File: config.mk
export PLATFORM = sky130hd
export DESIGN_NAME = turbo_iter_ctrl
export DESIGN_NICKNAME = d
export VERILOG_FILES = /design/src/rtl/turbo_iter_ctrl.sv
export SDC_FILE = /design/constraint.sdc
export NUM_CORES = 1
export LEC_CHECK = 0
export ABC_CLOCK_PERIOD_IN_PS = 1800
export BUFFER_PORTS_ARGS = -buffer_cell sky130_fd_sc_hd__buf_2
export CAP_MARGIN = 25
export CORE_MARGIN = 1
export CORE_UTILIZATION = 52
export CTS_BUF_LIST = sky130_fd_sc_hd__clkbuf_2
export DETAILED_ROUTE_END_ITERATION = 12
export GPL_ROUTABILITY_DRIVEN = 0
export PLACE_DENSITY_LB_ADDON = 0.05
export SLEW_MARGIN = 10
export SYNTH_ARGS = -nofsm -noshare
export SYNTH_HDL_FRONTEND = slang
export SYNTH_SLANG_ARGS = --single-unit
File: constraint.sdc
create_clock -name i_clk -period 1.8 [get_ports i_clk]
set_input_delay 0.09 -clock i_clk [delete_from_list [all_inputs] [get_ports i_clk]]
set_output_delay 0.09 -clock i_clk [all_outputs]
set_load 0.02 [all_outputs]
File: src/rtl/turbo_iter_ctrl.sv
// turbo_iter_ctrl: iteration scheduler for the 4-bit SOVA turbo decoder.
// One soft-output datapath is time-shared between decoder 1 (natural order,
// o_dec_sel=0) and decoder 2 (interleaved order, o_dec_sel=1). Each frame runs
// up to MAX_ITER full iterations, each made of two half-passes. Every half-pass
// holds the datapath in restart for CLR_CYC cycles, waits for i_dp_done and
// then captures the hard decisions.
// Optional feature: define TURBO_EARLY_STOP_EN to end a frame early once two
// consecutive decoder-2 passes produce identical hard decisions.
module turbo_iter_ctrl #(
  parameter int MAX_ITER    = 8,
  parameter int ITER_W      = 4,
  parameter int TIMEOUT_CYC = 64,
  parameter int CLR_CYC     = 2
) (
  input  logic              i_clk,
  input  logic              i_rst,        // asynchronous, active low
  input  logic              i_start,
  input  logic              i_abort,
  input  logic              i_dp_done,
  input  logic [3:0]        i_sign_in,
  output logic              o_dp_rst_n,
  output logic              o_dec_sel,
  output logic              o_busy,
  output logic              o_done,
  output logic              o_err,
  output logic [ITER_W-1:0] o_iter_cnt,
  output logic [3:0]        o_hard_out
);

  localparam int TO_W  = $clog2(TIMEOUT_CYC + 1);
  localparam int CLR_W = $clog2(CLR_CYC + 1);

  typedef enum logic [2:0] {
    S_IDLE,
    S_CLR,
    S_RUN,
    S_CAPT,
    S_FIN,
    S_ERR
  } state_t;

  state_t            r_state;
  logic [CLR_W-1:0]  r_clr_cnt;
  logic [TO_W-1:0]   r_to_cnt;
  logic              r_dp_rst_n;
  logic              r_dec_sel;
  logic              r_busy;
  logic              r_done;
  logic              r_err;
  logic [ITER_W-1:0] r_iter_cnt;
  logic [3:0]        r_hard_out;

  logic [3:0]        w_hd;
  logic [ITER_W-1:0] w_iter_nxt;
  logic              w_last;
  logic              w_early;

  // Hard decision is the inverted sign bit of each soft output.
  assign w_hd       = ~i_sign_in;
  assign w_iter_nxt = r_iter_cnt + ITER_W'(1);
  assign w_last     = (w_iter_nxt == ITER_W'(MAX_ITER));

`ifdef TURBO_EARLY_STOP_EN
  logic [3:0] r_prev_hd;
  // Converged when this decoder-2 pass matches the previous one (needs one
  // completed iteration to compare against).
  assign w_early = (r_iter_cnt != '0) && (w_hd == r_prev_hd);
`else
  assign w_early = 1'b0;
`endif

  // Scheduler FSM; every output is a register updated on the state transition.
  always_ff @(posedge i_clk or negedge i_rst) begin
    if (!i_rst) begin
      r_state    <= S_IDLE;
      r_clr_cnt  <= '0;
      r_to_cnt   <= '0;
      r_dp_rst_n <= 1'b0;
      r_dec_sel  <= 1'b0;
      r_busy     <= 1'b0;
      r_done     <= 1'b0;
      r_err      <= 1'b0;
      r_iter_cnt <= '0;
      r_hard_out <= '0;
`ifdef TURBO_EARLY_STOP_EN
      r_prev_hd  <= '0;
`endif
    end else begin
      // NOTE: non-blocking throughout; the pulse defaults below are overridden
      // by later assignments in the same cycle, so the last write wins.
      r_done <= 1'b0;
      r_err  <= 1'b0;
      case (r_state)
        S_IDLE: begin
          r_dp_rst_n <= 1'b0;
          if (i_start) begin
            r_state    <= S_CLR;
            r_clr_cnt  <= '0;
            r_iter_cnt <= '0;
            r_dec_sel  <= 1'b0;
            r_busy     <= 1'b1;
`ifdef TURBO_EARLY_STOP_EN
            r_prev_hd  <= '0;
`endif
          end
        end
        S_CLR: begin
          if (i_abort) begin
            r_state <= S_ERR;
            r_err   <= 1'b1;
          end else if (r_clr_cnt == CLR_W'(CLR_CYC - 1)) begin
            r_state    <= S_RUN;
            r_dp_rst_n <= 1'b1;
            r_to_cnt   <= '0;
          end else begin
            r_clr_cnt <= r_clr_cnt + CLR_W'(1);
          end
        end
        S_RUN: begin
          // abort has priority over a simultaneous dp_done.
          if (i_abort || (!i_dp_done && r_to_cnt == TO_W'(TIMEOUT_CYC - 1))) begin
            r_state    <= S_ERR;
            r_err      <= 1'b1;
            r_dp_rst_n <= 1'b0;
          end else if (i_dp_done) begin
            r_state <= S_CAPT;
          end else begin
            r_to_cnt <= r_to_cnt + TO_W'(1);
          end
        end
        S_CAPT: begin
          r_dp_rst_n <= 1'b0;
          r_clr_cnt  <= '0;
          if (i_abort) begin
            r_state <= S_ERR;
            r_err   <= 1'b1;
          end else begin
            r_hard_out <= w_hd;
            if (!r_dec_sel) begin
              r_dec_sel <= 1'b1;
              r_state   <= S_CLR;
            end else begin
              r_iter_cnt <= w_iter_nxt;
`ifdef TURBO_EARLY_STOP_EN
              r_prev_hd  <= w_hd;
`endif
              if (w_last || w_early) begin
                r_state <= S_FIN;
                r_done  <= 1'b1;
              end else begin
                r_dec_sel <= 1'b0;
                r_state   <= S_CLR;
              end
            end
          end
        end
        S_FIN: begin
          // abort is ignored here: the frame has already completed.
          r_state <= S_IDLE;
          r_busy  <= 1'b0;
        end
        S_ERR: begin
          r_state <= S_IDLE;
          r_busy  <= 1'b0;
        end
        default: begin
          r_state    <= S_IDLE;
          r_busy     <= 1'b0;
          r_dp_rst_n <= 1'b0;
        end
      endcase
    end
  end

  assign o_dp_rst_n = r_dp_rst_n;
  assign o_dec_sel  = r_dec_sel;
  assign o_busy     = r_busy;
  assign o_done     = r_done;
  assign o_err      = r_err;
  assign o_iter_cnt = r_iter_cnt;
  assign o_hard_out = r_hard_out;

endmodule
# After elaboration in Yosys (flattened, before gate mapping)
# Cells that the tools add are included.
[classes]
muxes = 39
n_eq_ne = 19
n_reduce_logical = 18
addsub = 3
n_bitwise = 4
[ops]
columns = ["operator", "n"]
rows = [
  ["$mux 7", 4],
  ["$mux 3", 8],
  ["$ne 2x2->1 const B", 9],
  ["$pmux 7 s2", 1],
  ["$mux 1", 13],
  ["$mux 4", 3],
  ["$pmux 3 s4", 1],
  ["$reduce_and 4->1", 3],
  ["$pmux 4 s2", 1],
  ["$add 7x1->7 const B", 1],
  ["$eq 7x6->1 const B", 1],
  ["$eq 3x2->1 const B", 2],
  ["$eq 3x3->1 const B", 2],
  ["$mux 2", 3],
  ["$ne 3x3->1 const B", 2],
  ["$pmux 1 s2", 3],
  ["$pmux 2 s3", 1],
  ["$reduce_and 3->1", 2],
  ["$reduce_and 5->1", 1],
  ["$add 4x1->4 const B", 1],
  ["$eq 4x4->1 const B", 1],
  ["$not 4->4", 1],
  ["$reduce_and 2->1", 2],
  ["$reduce_bool 2->1", 2],
  ["12 further kinds", 15],
]
[totals]
output_inout_bits = 13
in_bits = 9
elab_cells = 93
register_bits = 25

# Longest topological paths before layout
# Gate-level depths: netlist of the first run.
[logic_depth]
depth_word = 6
depth_mapped = 7
ltp_nobuf = 7

# Worst setup path after synthesis of the first run
# Ideal clock, no wire load.
[synth_timing]
path_type = "register -> register"
start = "reg r_to_cnt[0]"
end = "reg r_to_cnt[3]"
arrival_ps = 1676
path_slack_ps = 58
synth_period_minus_slack_ps = 1742
n_path_buf = 0
setup_time_ps = 66
stages_incl_launch_ff = 7
required_ps = 1734
cell_sequence = "dfrtp_1 -> ha_1 -> and4_1 -> a21oi_2 -> o211ai_4 -> or4_1 -> nand2_1"
[synth_via]
elab_chain_len = 5
elab_cells_between_ends = 9
cone_classes = "add/sub (1); eq/ne (2); mux (3); reduce/logical (3)"
[synth_lines]
columns = ["item", "line", "source"]
rows = [
  ["start, declared", "44", "logic [TO_W-1:0] r_to_cnt;"],
  ["start signal, assigned", "128", "r_to_cnt <= r_to_cnt + TO_W'(1);"],
  ["branches (longest 5 deep; another with $add 7x1->7)", "-", ""],
]
# Several ways; the timed one is not identified. The select of a mux whose other input is x is not followed.
# A chain may end at the register's enable or synchronous reset.

# Worst setup path in the final report of the first run
[layout_timing]
start = "reg r_to_cnt[1]"
end = "reg r_to_cnt[5]"
# Same word-level chain as after synthesis.

==> impl_results.html, run 1 <==
<table>
<tr><th>Metric</th><th>Value</th></tr>
<tr><th colspan="2">Die</th></tr>
<tr><td>Die outline width</td><td>52.81 um</td></tr>
<tr><td>Std cell rows</td><td>18</td></tr>
<tr><td>Die outline height</td><td>52.81 um</td></tr>
<tr><td>Initial Util</td><td>0.5469</td></tr>
<tr><td>Die ar.</td><td>2789 um^2</td></tr>
<tr><td>Placeable core region</td><td>2455 um^2</td></tr>
<tr><td>Top-Level Pins</td><td>22</td></tr>
<tr><th colspan="2">Clock network</th></tr>
<tr><td>CTS sink cnt</td><td>25</td></tr>
<tr><td>H-Tree Level Count</td><td>1</td></tr>
<tr><td>Clock latency at the later pin of the worst-skew pair</td><td>0.36 ns</td></tr>
<tr><td>Clock tree from TritonCTS</td><td>done</td></tr>
<tr><td>Longest Clk Path Bufs</td><td>2</td></tr>
<tr><td>Number of buffers created by CTS</td><td>3</td></tr>
<tr><td>Clock root buffer master</td><td>sky130_fd_sc_hd__clkbuf_2</td></tr>
<tr><td>CTS clock-pin slew for the worst setup and hold paths</td><td>0.26 ns</td></tr>
<tr><th colspan="2">Global routing</th></tr>
<tr><td>Total Routing Usage GR</td><td>0.2316</td></tr>
<tr><td>Largest net degree at the start of global routing</td><td>26</td></tr>
<tr><td>First-pass GRT wire length</td><td>4.671 mm</td></tr>
<tr><td>Total gr overflow</td><td>0</td></tr>
<tr><td>Number of global-route vias before repair</td><td>1,066</td></tr>
<tr><td>Antenna violations before repair</td><td>0</td></tr>
<tr><th colspan="2">Route</th></tr>
<tr><td>Remaining antenna violation count after routing</td><td>0</td></tr>
<tr><td>Final routed wire length divided by cell count</td><td>13.81 um</td></tr>
<tr><td>Iteration-0 DRC Markers</td><td>19</td></tr>
<tr><td>Post-detailed-routing wire length</td><td>2.928 mm</td></tr>
<tr><td>Number of DRC violations after detailed routing</td><td>0</td></tr>
<tr><td>Detailed-route vias per instance</td><td>5.698</td></tr>
<tr><td>Length of the first detailed-routing pass in iterations</td><td>4</td></tr>
<tr><td>Vias post-DR</td><td>1,208</td></tr>
<tr><th colspan="2">Timing</th></tr>
<tr><td>F_max</td><td>0.5752 GHz</td></tr>
<tr><td>Final count of pins violating max slew</td><td>0</td></tr>
<tr><td>Final critical-path required period</td><td>1.738 ns</td></tr>
<tr><td>Hold Vio Cnt, Final</td><td>0</td></tr>
<tr><td>Actual slew at the worst max-slew pin</td><td>0.5457 ns</td></tr>
<tr><td>Min setup slack post-route</td><td>0.06160 ns</td></tr>
<tr><td>Clock tree skew after final layout</td><td>0.01903 ns</td></tr>
<tr><td>Relative max-transition margin</td><td>0.6362</td></tr>
<tr><td>Finish-stage setup viols</td><td>0</td></tr>
<tr><td>Fraction of the cycle the final worst path needs</td><td>0.9658</td></tr>
<tr><th colspan="2">Critical path</th></tr>
<tr><td>Critical path data required time</td><td>2.11 ns</td></tr>
<tr><td>Critical Path Source Type</td><td>register</td></tr>
<tr><td>Origin of the worst setup path</td><td>r_to_cnt[1]</td></tr>
<tr><td>Worst path slowest cell</td><td>sky130_fd_sc_hd__dfrtp_1</td></tr>
<tr><td>Worst reg2reg startpoint</td><td>r_to_cnt[1]</td></tr>
<tr><td>Delay of the slowest cell on the worst path</td><td>0.45 ns</td></tr>
<tr><td>Maximum fanout encountered on the critical timing path</td><td>3</td></tr>
<tr><td>Critical path class</td><td>register to register</td></tr>
<tr><td>Critical Path AT</td><td>2.05 ns</td></tr>
<tr><td>Critical path cell sequence</td><td>ha_2 -&gt; and4_4 -&gt; a21oi_4 -&gt; buf_6 -&gt; o211ai_1 -&gt; or3_1 -&gt; nand2_1</td></tr>
<tr><td>Critical path endpoint category</td><td>register</td></tr>
<tr><th colspan="2">Synthesis</th></tr>
<tr><td>Number of enable flip-flop cells after synthesis</td><td>0</td></tr>
<tr><td>Compound-Gate Fraction of Synth Area</td><td>0.2022</td></tr>
<tr><td>Multiplexer area fraction after synthesis</td><td>0.008388</td></tr>
<tr><td>Share of synthesized cell area in full adder, half adder and majority cells</td><td>0.03728</td></tr>
<tr><td>Mean instance size in the synthesized netlist</td><td>9.388 um^2</td></tr>
<tr><td>Yosys warning count</td><td>0</td></tr>
<tr><td>Xor/xnor cell area share of the yosys netlist</td><td>0.01957</td></tr>
<tr><td>Main combinational cell family by area after synthesis</td><td>simple AND/OR/NAND/NOR gates</td></tr>
<tr><td>Number of instances in the synthesized netlist</td><td>143</td></tr>
<tr><td>Asr flop ratio synth</td><td>1.000</td></tr>
<tr><td>Simple-gate share of the synthesized area</td><td>0.2265</td></tr>
<tr><td>Most frequently used flop master after synthesis</td><td>sky130_fd_sc_hd__dfrtp_1</td></tr>
<tr><td>Syn nets</td><td>156</td></tr>
<tr><td>Sequential cell area fraction in the yosys report</td><td>0.4660</td></tr>
<tr><td>Synth cell types</td><td>43</td></tr>
<tr><td>Cell area after technology mapping</td><td>1343 um^2</td></tr>
<tr><td>Count of state elements after synthesis</td><td>25</td></tr>
<tr><th colspan="2">Cells and area</th></tr>
<tr><td>Total Nets Final</td><td>196</td></tr>
<tr><td>Area growth syn-to-layout</td><td>23.67%</td></tr>
<tr><td>Share of layout cells above drive strength 1</td><td>0.2747</td></tr>
<tr><td>Non-filler cells in the finished layout</td><td>212</td></tr>
<tr><td>Finished Core Util</td><td>0.6764</td></tr>
<tr><td>Filler instances</td><td>204</td></tr>
<tr><td>Flip-flop and latch area</td><td>625.6 um^2</td></tr>
<tr><td>N_diodes</td><td>0</td></tr>
<tr><td>Cell area after layout</td><td>1660 um^2</td></tr>
<tr><td>Multi-input logic area</td><td>689.4 um^2</td></tr>
<tr><th colspan="2">Power and ir drop</th></tr>
<tr><td>Final Power</td><td>1.987 mW</td></tr>
<tr><td>Power per standard cell area</td><td>1197 nW/um^2</td></tr>
<tr><td>Leakage power</td><td>0.7998 nW</td></tr>
<tr><td>Peak VDD IR</td><td>0.8698 mV</td></tr>
<tr><th colspan="2">Place</th></tr>
<tr><td>Post-DP HPWL</td><td>2.100 mm</td></tr>
<tr><td>Total instance count after detailed placement</td><td>197</td></tr>
<tr><td>Placed inst area</td><td>1510 um^2</td></tr>
<tr><td>Number of port buffers</td><td>21</td></tr>
<tr><td>Post-placement setup slack</td><td>-0.002335 ns</td></tr>
<tr><th colspan="2">Min path</th></tr>
<tr><td>Min-Delay Path Class</td><td>input pin to register</td></tr>
<tr><td>Worst hold path startpoint</td><td>i_abort</td></tr>
<tr><th colspan="2">Job</th></tr>
<tr><td>Max capacitance violation total</td><td>0</td></tr>
<tr><th colspan="2">Run status</th></tr>
<tr><td>Outcome</td><td>complete, no violations</td></tr>
</table>
==> logic make-up (layout without fill, tap and decap cells) <==
group                      Yosys count  after routing
muxes                                1              1
AOI/OAI and AO/OA                   40             40
DFF                                 25             25
buffers and inverters               10             49
xor gates and xnor gates             3              3
and+or+nand+nor                     60             60
adders and majority gates            4              4
==> worst max-delay path, delay by kind of cell, from the launching register on <==
kind	cells	cell delay (ns)
AO/OA/AOI/OAI	2	0.27
AND/OR/NAND/NOR	3	0.65
flip-flops	1	0.45
buffers and inverters	1	0.12
adder cells (fa/ha/maj)	1	0.19
==> final timing paths <==
path	endpoint	slack [ns]	depth (start not counted)
worst max-delay path	r_to_cnt[5]	0.06	7
worst min-delay path	r_state[1]	0.08	2
worst max register to register	r_to_cnt[5]	0.06	7
worst min register to register	o_hard_out[2]	0.52	2
max in group asynchronous	o_iter_cnt[0]	1.23	2
min in group asynchronous	r_to_cnt[4]	0.19	2
==> layout by cell type, fill, tap and decap left out, types with 3 or more instances in the layout <==
cell type                       count
sky130_fd_sc_hd__nand3_1            7
sky130_fd_sc_hd__buf_4             12
sky130_fd_sc_hd__dlygate4sd3_1      6
sky130_fd_sc_hd__nand2_1           19
sky130_fd_sc_hd__clkbuf_2           3
sky130_fd_sc_hd__or3_1              4
sky130_fd_sc_hd__o21ai_0            8
sky130_fd_sc_hd__buf_2             21
sky130_fd_sc_hd__o21ai_1            5
sky130_fd_sc_hd__nor3_1             4
sky130_fd_sc_hd__o211ai_1           3
sky130_fd_sc_hd__inv_1              5
sky130_fd_sc_hd__a21oi_1            7
sky130_fd_sc_hd__nor2_1            14
sky130_fd_sc_hd__dfrtp_1           25
==> timing repair <==
action	in CTS	in global routing
pin swaps	1	6
buffers inserted	3	2
hold endpoints to repair	30	0
endpoints found under the setup margin	2	4
resized for setup	1	6
gates cloned	0	0
hold buffers	6	0
==> power breakdown <==
part | leakage, nW | switching, mW | internal [mW] | total [mW]
clock | 0.0126 | 0.178 | 0.0515 | 0.229
combinational | 0.453 | 0.547 | 0.394 | 0.941
sequential | 0.334 | 0.111 | 0.706 | 0.817
==> cell type report <==
type / count / area share
inverters: 5 / 0.01130
repair buffers: 40 / 0.1605
clock buffers: 3 / 0.009043
well taps: 30 / 0.02261
flip-flops and latches: 25 / 0.3768
multi-input cells: 108 / 0.4152
clock inverters: 1 / 0.004521
==> through the flow <==
stage | hold WS (ns) | TNS (ns)
after global routing | 0.07040 | -0.02356
after CTS | 0.03947 | 0
after detailed placement | 0.1102 | -0.003882
after floorplan | -0.2056 | 0
final | 0.07584 | 0
after global placement | 0.1025 | 0
==> flip-flops by register name, indices dropped and copies added, names as in the netlist, 2 cells and up <==
register / cells
r_to_cnt: 7
o_hard_out: 4
o_iter_cnt: 4
r_state: 3
r_clr_cnt: 2
==> Yosys cell counts, types with 2 or more instances <==
| library cell | number | share of area |
|---|---|---|
| sky130_fd_sc_hd__ha_1 | 4 | 0.037 |
| sky130_fd_sc_hd__dfrtp_1 | 25 | 0.47 |
| sky130_fd_sc_hd__nand3_1 | 7 | 0.026 |
| sky130_fd_sc_hd__clkbuf_1 | 2 | 0.0056 |
| sky130_fd_sc_hd__a21o_1 | 2 | 0.011 |
| sky130_fd_sc_hd__inv_1 | 5 | 0.014 |
| sky130_fd_sc_hd__nand2_1 | 19 | 0.053 |
| sky130_fd_sc_hd__a21oi_1 | 7 | 0.026 |
| sky130_fd_sc_hd__o21ai_1 | 5 | 0.019 |
| sky130_fd_sc_hd__a22o_1 | 2 | 0.013 |
| sky130_fd_sc_hd__o22ai_1 | 2 | 0.0093 |
| sky130_fd_sc_hd__or3_1 | 4 | 0.019 |
| sky130_fd_sc_hd__o211ai_1 | 3 | 0.017 |
| sky130_fd_sc_hd__buf_6 | 2 | 0.017 |
| sky130_fd_sc_hd__nor3_1 | 4 | 0.015 |
| sky130_fd_sc_hd__xnor2_1 | 2 | 0.013 |
| sky130_fd_sc_hd__o21ai_0 | 8 | 0.030 |
| sky130_fd_sc_hd__nor2_1 | 14 | 0.039 |
| sky130_fd_sc_hd__or4_1 | 2 | 0.011 |
==> metal layers <==
metal | vias up | GRT usage | wire, um
met5 | - | 0 | 0
met4 | 0 | 0.1140 | 33
met3 | 4 | 0.03478 | 140
met2 | 35 | 0.3861 | 1399
met1 | 574 | 0.2880 | 1354
li1 | 595 | - | -
(Power assumes the default switching activity.)
==> inputs of run 2 (changes only) <==
--- a/config.mk
+++ b/config.mk
@@ -13,7 +13,7 @@
 export CTS_BUF_LIST = sky130_fd_sc_hd__clkbuf_2
 export DETAILED_ROUTE_END_ITERATION = 12
 export GPL_ROUTABILITY_DRIVEN = 0
-export PLACE_DENSITY_LB_ADDON = 0.05
+export PLACE_DENSITY = 0.88
 export SLEW_MARGIN = 10
 export SYNTH_ARGS = -nofsm -noshare
 export SYNTH_HDL_FRONTEND = slang
==> run 2 against run 1 <==
  * Setup slack improved by 0.017 ns
  * Critical path depth fell by 1
  * Clock power fell by 3%
  * Total power fell by 2.6%
  * First-iteration DRC count rose by 110%
  * Die area did not move
  * Flip-flop and latch count did not move
  * Worst hold slack got worse by 0.034 ns
  * Clock skew fell by 0.0064 ns
  * Global-route usage rose by 0.48 points
  * Count of clock-buffer cells in the layout rose by 1
  * Register-to-register slack improved by 0.02 ns
  * Highest routed layer unchanged
==> impl_results.html, run 2 (synthesized netlist as in run 1, its figures left out) <==
<table>
<tr><th>Metric</th><th>Value</th></tr>
<tr><th colspan="2">Critical path</th></tr>
<tr><td>Critical path data required time</td><td>2.10 ns</td></tr>
<tr><td>Critical Path AT</td><td>2.02 ns</td></tr>
<tr><td>Critical Path Source Type</td><td>register</td></tr>
<tr><td>R2R Setup Slk</td><td>0.08 ns</td></tr>
<tr><td>Critical path endpoint category</td><td>register</td></tr>
<tr><td>Number of cells on the worst reg-to-reg path</td><td>6</td></tr>
<tr><td>Critical path depth in cells</td><td>6</td></tr>
<tr><td>Origin of the worst setup path</td><td>r_to_cnt[0]</td></tr>
<tr><td>Critical path class</td><td>register to register</td></tr>
<tr><td>Cell class contributing the biggest share of worst-path delay</td><td>simple AND/OR/NAND/NOR gates</td></tr>
<tr><td>Critical register-to-register path endpoint</td><td>r_to_cnt[3]</td></tr>
<tr><td>Critical path cell sequence</td><td>ha_1 -&gt; and4_4 -&gt; a21oi_4 -&gt; o211ai_4 -&gt; or4_4 -&gt; nand2_1</td></tr>
<tr><td>Maximum fanout encountered on the critical timing path</td><td>5</td></tr>
<tr><td>Delay of the slowest cell on the worst path</td><td>0.48 ns</td></tr>
<tr><td>Capture point of the worst path</td><td>r_to_cnt[3]</td></tr>
<tr><td>Worst reg2reg startpoint</td><td>r_to_cnt[0]</td></tr>
<tr><td>Worst path slowest cell</td><td>sky130_fd_sc_hd__or4_4</td></tr>
<tr><td>Count of buffer and inverter cells on the critical path</td><td>0</td></tr>
<tr><th colspan="2">Timing</th></tr>
<tr><td>Fraction of the cycle the final worst path needs</td><td>0.9564</td></tr>
<tr><td>Relative max-transition margin</td><td>0.6250</td></tr>
<tr><td>Finish-stage setup viols</td><td>0</td></tr>
<tr><td>Clock tree skew after final layout</td><td>0.01266 ns</td></tr>
<tr><td>Actual slew at the worst max-slew pin</td><td>0.5625 ns</td></tr>
<tr><td>F_max</td><td>0.5809 GHz</td></tr>
<tr><td>Final critical-path required period</td><td>1.722 ns</td></tr>
<tr><td>Final count of pins violating max slew</td><td>0</td></tr>
<tr><td>Hold slack final</td><td>0.04219 ns</td></tr>
<tr><td>Hold Vio Cnt, Final</td><td>0</td></tr>
<tr><td>Min setup slack post-route</td><td>0.07846 ns</td></tr>
<tr><th colspan="2">Die</th></tr>
<tr><td>Die outline height</td><td>52.81 um</td></tr>
<tr><td>Initial Util</td><td>0.5469</td></tr>
<tr><td>Die outline width</td><td>52.81 um</td></tr>
<tr><td>Std cell rows</td><td>18</td></tr>
<tr><td>Die ar.</td><td>2789 um^2</td></tr>
<tr><td>Placeable core region</td><td>2455 um^2</td></tr>
<tr><td>Top-Level Pins</td><td>22</td></tr>
<tr><th colspan="2">Route</th></tr>
<tr><td>Final routed wire length divided by cell count</td><td>14.55 um</td></tr>
<tr><td>Post-detailed-routing wire length</td><td>3.011 mm</td></tr>
<tr><td>Detailed-route vias per instance</td><td>5.899</td></tr>
<tr><td>Number of DRC violations after detailed routing</td><td>0</td></tr>
<tr><td>Iteration-0 DRC Markers</td><td>40</td></tr>
<tr><td>Vias post-DR</td><td>1,221</td></tr>
<tr><td>Length of the first detailed-routing pass in iterations</td><td>4</td></tr>
<tr><td>Remaining antenna violation count after routing</td><td>0</td></tr>
<tr><th colspan="2">Cells and area</th></tr>
<tr><td>Share of layout cells above drive strength 1</td><td>0.2599</td></tr>
<tr><td>N_diodes</td><td>0</td></tr>
<tr><td>Flip-flop count of the largest register, all copies and words added</td><td>7</td></tr>
<tr><td>Filler instances</td><td>190</td></tr>
<tr><td>Total Nets Final</td><td>191</td></tr>
<tr><td>Commonest cells after routing, fill and taps aside</td><td>sky130_fd_sc_hd__dfrtp_1, sky130_fd_sc_hd__buf_2, sky130_fd_sc_hd__nand2_1</td></tr>
<tr><td>Largest Register</td><td>r_to_cnt</td></tr>
<tr><td>Most common cell after layout, fill and taps aside</td><td>sky130_fd_sc_hd__dfrtp_1</td></tr>
<tr><td>Area growth syn-to-layout</td><td>19.94%</td></tr>
<tr><td>Cell area after layout</td><td>1610 um^2</td></tr>
<tr><th colspan="2">Min path</th></tr>
<tr><td>Min-Delay Path Class</td><td>input pin to register</td></tr>
<tr><th colspan="2">Job</th></tr>
<tr><td>Max capacitance violation total</td><td>0</td></tr>
<tr><th colspan="2">Clock network</th></tr>
<tr><td>Longest Clk Path Bufs</td><td>2</td></tr>
<tr><td>Clock tree from TritonCTS</td><td>done</td></tr>
<tr><td>Clock latency at the later pin of the worst-skew pair</td><td>0.35 ns</td></tr>
<tr><td>H-Tree Level Count</td><td>1</td></tr>
<tr><td>CTS sink cnt</td><td>25</td></tr>
<tr><td>Number of buffers created by CTS</td><td>3</td></tr>
<tr><td>CTS clock-pin slew for the worst setup and hold paths</td><td>0.21 ns</td></tr>
<tr><td>Clock root buffer master</td><td>sky130_fd_sc_hd__clkbuf_2</td></tr>
<tr><th colspan="2">Global routing</th></tr>
<tr><td>Largest net degree at the start of global routing</td><td>26</td></tr>
<tr><td>Number of global-route vias before repair</td><td>1,086</td></tr>
<tr><td>Total Routing Usage GR</td><td>0.2364</td></tr>
<tr><td>Antenna violations before repair</td><td>0</td></tr>
<tr><td>First-pass GRT wire length</td><td>4.685 mm</td></tr>
<tr><td>Total gr overflow</td><td>0</td></tr>
<tr><th colspan="2">Run status</th></tr>
<tr><td>Outcome</td><td>complete, no violations</td></tr>
<tr><th colspan="2">Place</th></tr>
<tr><td>Post-DP HPWL</td><td>2.054 mm</td></tr>
<tr><td>Placed inst area</td><td>1495 um^2</td></tr>
<tr><td>Post-placement setup slack</td><td>-0.01901 ns</td></tr>
<tr><td>Number of port buffers</td><td>21</td></tr>
<tr><th colspan="2">Power and ir drop</th></tr>
<tr><td>Leakage power</td><td>0.7812 nW</td></tr>
<tr><td>Power per standard cell area</td><td>1201 nW/um^2</td></tr>
<tr><td>Peak VDD IR</td><td>0.8331 mV</td></tr>
</table>
[run 2: changes by cell type in the layout (fill, tap and decap cells not counted)]
| cell | previous run | this run |
|---|---|---|
| sky130_fd_sc_hd__clkbuf_2 | 3 | 4 |
| sky130_fd_sc_hd__dlygate4sd3_1 | 6 | 5 |
| sky130_fd_sc_hd__buf_6 | 1 | 0 |
| sky130_fd_sc_hd__dfrtp_1 | 25 | 24 |
| sky130_fd_sc_hd__ha_2 | 2 | 1 |
| sky130_fd_sc_hd__clkinvlp_4 | 1 | 0 |
| sky130_fd_sc_hd__or4_4 | 0 | 1 |
| sky130_fd_sc_hd__dfrtp_2 | 0 | 1 |
| sky130_fd_sc_hd__a31oi_2 | 1 | 0 |
| sky130_fd_sc_hd__ha_1 | 2 | 3 |
| sky130_fd_sc_hd__a31oi_1 | 0 | 1 |
| sky130_fd_sc_hd__buf_4 | 12 | 9 |
| sky130_fd_sc_hd__or4_1 | 2 | 1 |
[run 2: per-stage QoR]
stage | cells | utilization | power (mW) | TNS (ns)
floorplan | 143 | - | 1.429 | 0
CTS | 207 | 0.6478 | 1.928 | 0
finish | 207 | 0.6560 | 1.935 | 0
global route | 207 | 0.6560 | 2.075 | -0.03341
detailed placement | 195 | 0.6091 | 1.669 | -0.03277
global placement | 195 | 0.6091 | 1.633 | 0
[run 2: worst min path at each step]
stage | to | cells after the start | start
finish | o_busy | 3 | i_start
global route | o_busy | 3 | i_start
CTS | o_busy | 3 | i_start
detailed placement | r_to_cnt[4] | 1 | i_rst
global placement | r_to_cnt[3] | 1 | i_rst
floorplan | o_busy | 0 | i_rst
[run 2: repair_timing]
action	in CTS	in global routing
hold buffers	5	0
endpoints found under the setup margin	2	5
hold endpoints to repair	29	0
setup buffers	3	0
pin swaps	1	2
gates resized for setup	1	5
[run 2: layout make-up]
type | instances | area (um^2) | share of cell area
Clock buffer | 4 | 20.02 | 0.01243
Inverter | 5 | 18.77 | 0.01166
Multi-Input combinational cell | 108 | 684.4 | 0.4250
Sequential cell | 25 | 626.9 | 0.3893
Tap cell | 30 | 37.54 | 0.02331
Timing Repair Buffer | 35 | 222.7 | 0.1383
[run 2: power by group]
part	switching [mW]	internal [mW]
combinational	0.526	0.361
clock	0.164	0.0587
sequential	0.118	0.707
[run 2: tightest hold or removal path, cell delays in order]
cell and delay [ns]:
sky130_fd_sc_hd__buf_2 0.12, sky130_fd_sc_hd__a21oi_1 0.07, sky130_fd_sc_hd__nor2_1 0.08
[run 2: metal layers]
metal	vias up	track usage	routed length, um
li1	592	-	-
met1	570	0.3033	1291
met2	48	0.3861	1477
met3	11	0.03768	150
met4	0	0.1096	93
met5	-	0	0
==> inputs of run 3 (changes only) <==
--- a/config.mk
+++ b/config.mk
@@ -14,6 +14,7 @@
 export DETAILED_ROUTE_END_ITERATION = 12
 export GPL_ROUTABILITY_DRIVEN = 0
 export PLACE_DENSITY = 0.88
+export SETUP_SLACK_MARGIN = 0.2
 export SLEW_MARGIN = 10
 export SYNTH_ARGS = -nofsm -noshare
 export SYNTH_HDL_FRONTEND = slang
==> run 3 against run 2 <==
  * Global-route usage up 1.2 points
  * Maximum frequency is 4.3% higher
  * Register-to-register slack improved by 0.07 ns
  * Die area did not move
  * Clock power up 4%
  * Utilization is 6.7 points higher
  * Clock skew fell by 0.0031 ns
  * Critical endpoint unchanged
  * Non-clock buffer count is 14 higher
  * Sequential share of layout area is 3.5 points lower
  * Setup slack better by 0.070 ns
  * Largest cell class unchanged
  * Sequential power about the same
  * Design area up 10%
  * Critical path type unchanged
==> impl_results.html, run 3 (synthesized netlist as in run 1, its figures left out) <==
<table>
<tr><th>Metric</th><th>Value</th></tr>
<tr><th colspan="2">Critical path</th></tr>
<tr><td>Critical Path AT</td><td>1.97 ns</td></tr>
<tr><td>Critical path data required time</td><td>2.12 ns</td></tr>
<tr><td>Maximum fanout encountered on the critical timing path</td><td>7</td></tr>
<tr><td>Critical path class</td><td>register to register</td></tr>
<tr><td>Critical path cell sequence</td><td>ha_2 -&gt; and4_4 -&gt; a21oi_4 -&gt; o211ai_4 -&gt; or4_1 -&gt; nand2_1</td></tr>
<tr><td>Critical path endpoint category</td><td>register</td></tr>
<tr><td>Critical Path Source Type</td><td>register</td></tr>
<tr><td>Worst path slowest cell</td><td>sky130_fd_sc_hd__dfrtp_1</td></tr>
<tr><td>Delay of the slowest cell on the worst path</td><td>0.44 ns</td></tr>
<tr><th colspan="2">Min path</th></tr>
<tr><td>Min-Delay Path Class</td><td>input pin to register</td></tr>
<tr><th colspan="2">Cells and area</th></tr>
<tr><td>Area growth syn-to-layout</td><td>32.15%</td></tr>
<tr><td>Flip-flop count of the largest register, all copies and words added</td><td>7</td></tr>
<tr><td>Largest Register</td><td>r_to_cnt</td></tr>
<tr><td>Share of layout cells above drive strength 1</td><td>0.3613</td></tr>
<tr><td>Total Nets Final</td><td>205</td></tr>
<tr><td>N_diodes</td><td>0</td></tr>
<tr><td>Commonest cells after routing, fill and taps aside</td><td>sky130_fd_sc_hd__dfrtp_1, sky130_fd_sc_hd__buf_2, sky130_fd_sc_hd__buf_4</td></tr>
<tr><td>Most common cell after layout, fill and taps aside</td><td>sky130_fd_sc_hd__dfrtp_1</td></tr>
<tr><th colspan="2">Global routing</th></tr>
<tr><td>Total gr overflow</td><td>0</td></tr>
<tr><td>Number of global-route vias before repair</td><td>1,188</td></tr>
<tr><td>First-pass GRT wire length</td><td>4.905 mm</td></tr>
<tr><td>Total Routing Usage GR</td><td>0.2482</td></tr>
<tr><td>Largest net degree at the start of global routing</td><td>26</td></tr>
<tr><td>Antenna violations before repair</td><td>0</td></tr>
<tr><th colspan="2">Route</th></tr>
<tr><td>Final routed wire length divided by cell count</td><td>14.97 um</td></tr>
<tr><td>Length of the first detailed-routing pass in iterations</td><td>4</td></tr>
<tr><td>Iteration-0 DRC Markers</td><td>25</td></tr>
<tr><td>Post-detailed-routing wire length</td><td>3.309 mm</td></tr>
<tr><td>Detailed-route vias per instance</td><td>5.814</td></tr>
<tr><td>Number of DRC violations after detailed routing</td><td>0</td></tr>
<tr><td>Vias post-DR</td><td>1,285</td></tr>
<tr><td>Remaining antenna violation count after routing</td><td>0</td></tr>
<tr><th colspan="2">Clock network</th></tr>
<tr><td>Clock tree from TritonCTS</td><td>done</td></tr>
<tr><td>CTS clock-pin slew for the worst setup and hold paths</td><td>0.24 ns</td></tr>
<tr><td>CTS sink cnt</td><td>25</td></tr>
<tr><td>Clock latency at the later pin of the worst-skew pair</td><td>0.35 ns</td></tr>
<tr><td>H-Tree Level Count</td><td>1</td></tr>
<tr><td>Number of buffers created by CTS</td><td>3</td></tr>
<tr><td>Clock root buffer master</td><td>sky130_fd_sc_hd__clkbuf_2</td></tr>
<tr><td>Longest Clk Path Bufs</td><td>2</td></tr>
<tr><th colspan="2">Die</th></tr>
<tr><td>Die ar.</td><td>2789 um^2</td></tr>
<tr><td>Die outline width</td><td>52.81 um</td></tr>
<tr><td>Top-Level Pins</td><td>22</td></tr>
<tr><td>Initial Util</td><td>0.5469</td></tr>
<tr><td>Die outline height</td><td>52.81 um</td></tr>
<tr><td>Std cell rows</td><td>18</td></tr>
<tr><td>Placeable core region</td><td>2455 um^2</td></tr>
<tr><th colspan="2">Power and ir drop</th></tr>
<tr><td>Peak VDD IR</td><td>0.9132 mV</td></tr>
<tr><td>Power per standard cell area</td><td>1211 nW/um^2</td></tr>
<tr><td>Leakage power</td><td>0.8513 nW</td></tr>
<tr><th colspan="2">Timing</th></tr>
<tr><td>Finish-stage setup viols</td><td>0</td></tr>
<tr><td>Relative max-transition margin</td><td>0.6282</td></tr>
<tr><td>Clock tree skew after final layout</td><td>0.009566 ns</td></tr>
<tr><td>Actual slew at the worst max-slew pin</td><td>0.5578 ns</td></tr>
<tr><td>Fraction of the cycle the final worst path needs</td><td>0.9173</td></tr>
<tr><td>RSZ-0062 raised after global routing</td><td>yes</td></tr>
<tr><td>F_max</td><td>0.6057 GHz</td></tr>
<tr><td>TNS Setup</td><td>0 ns</td></tr>
<tr><td>Hold Vio Cnt, Final</td><td>0</td></tr>
<tr><td>Min setup slack post-route</td><td>0.1489 ns</td></tr>
<tr><td>Final critical-path required period</td><td>1.651 ns</td></tr>
<tr><td>Final count of pins violating max slew</td><td>0</td></tr>
<tr><th colspan="2">Place</th></tr>
<tr><td>Post-DP HPWL</td><td>2.062 mm</td></tr>
<tr><td>Post-placement setup slack</td><td>0.09705 ns</td></tr>
<tr><td>Number of port buffers</td><td>21</td></tr>
<tr><th colspan="2">Job</th></tr>
<tr><td>Max capacitance violation total</td><td>0</td></tr>
<tr><th colspan="2">Run status</th></tr>
<tr><td>Outcome</td><td>complete, no violations</td></tr>
</table>
## run 3: path summary, 6_finish.rpt
kind / slack [ns] / cells past startpoint / to / from
max: 0.15 / 6 / r_to_cnt[3] / r_to_cnt[1]
min: 0.02 / 3 / o_busy / i_start
max reg2reg: 0.15 / 6 / r_to_cnt[3] / r_to_cnt[1]
min reg2reg: 0.52 / 1 / o_dp_rst_n / o_dp_rst_n
max in group asynchronous: 1.19 / 2 / r_state[1] / i_rst
min in group asynchronous: 0.20 / 2 / r_to_cnt[4] / i_rst
## run 3: power breakdown
| part | total (mW) | internal, mW | switching (mW) |
|---|---|---|---|
| Clock | 0.230 | 0.0587 | 0.172 |
| Sequential | 0.823 | 0.709 | 0.114 |
| Combinational | 1.10 | 0.498 | 0.598 |
## run 3: timing repair
item                                    in CTS  in global routing
resized for setup                            4                 13
endpoints found under the hold margin       29                  1
hold buffers                                 5                  1
buffers inserted                            10                  8
pin swaps                                    7                  1
endpoints found under the setup margin       6                 12
## run 3: area by class of cell
class                           instances  area, um^2
Timing Repair Buffer                   49       337.8
Clock buffer                            4       20.02
Tap cell                               30       37.54
Inverter                                5       18.77
Multi-Input combinational cell        108       732.0
Sequential cell                        25       628.1
Fill cell                             176       680.7
## run 3: metal layers
layer / vias to the layer above / GRT usage / wire [um]
li1: 610 / - / -
met1: 624 / 0.2706 / 1339
met4: 0 / 0.1009 / 49
met2: 44 / 0.4705 / 1784
met5: - / 0 / 0
met3: 7 / 0.03478 / 135
## run 3: per-stage QoR
| stage | utilization | area, um^2 | hold slack (ns) | total power, mW | instances |
|---|---|---|---|---|---|
| floorplan | - | 1355 | -0.2056 | 1.432 | 143 |
| global placement | 0.6081 | 1493 | 0.09677 | 1.627 | 193 |
| detailed placement | 0.6081 | 1493 | 0.1074 | 1.659 | 193 |
| CTS | 0.6758 | 1659 | 0.008387 | 1.993 | 212 |
| global route | 0.7227 | 1774 | 0.03354 | 2.294 | 221 |
| finish | 0.7227 | 1774 | 0.01507 | 2.149 | 221 |
## run 3: critical path: cells and delay by family, from the launching register on
kind            cells  cell delay, ns
compound gates      2            0.31
flops               1            0.44
fa+ha+maj           1            0.19
simple gates        3            0.68
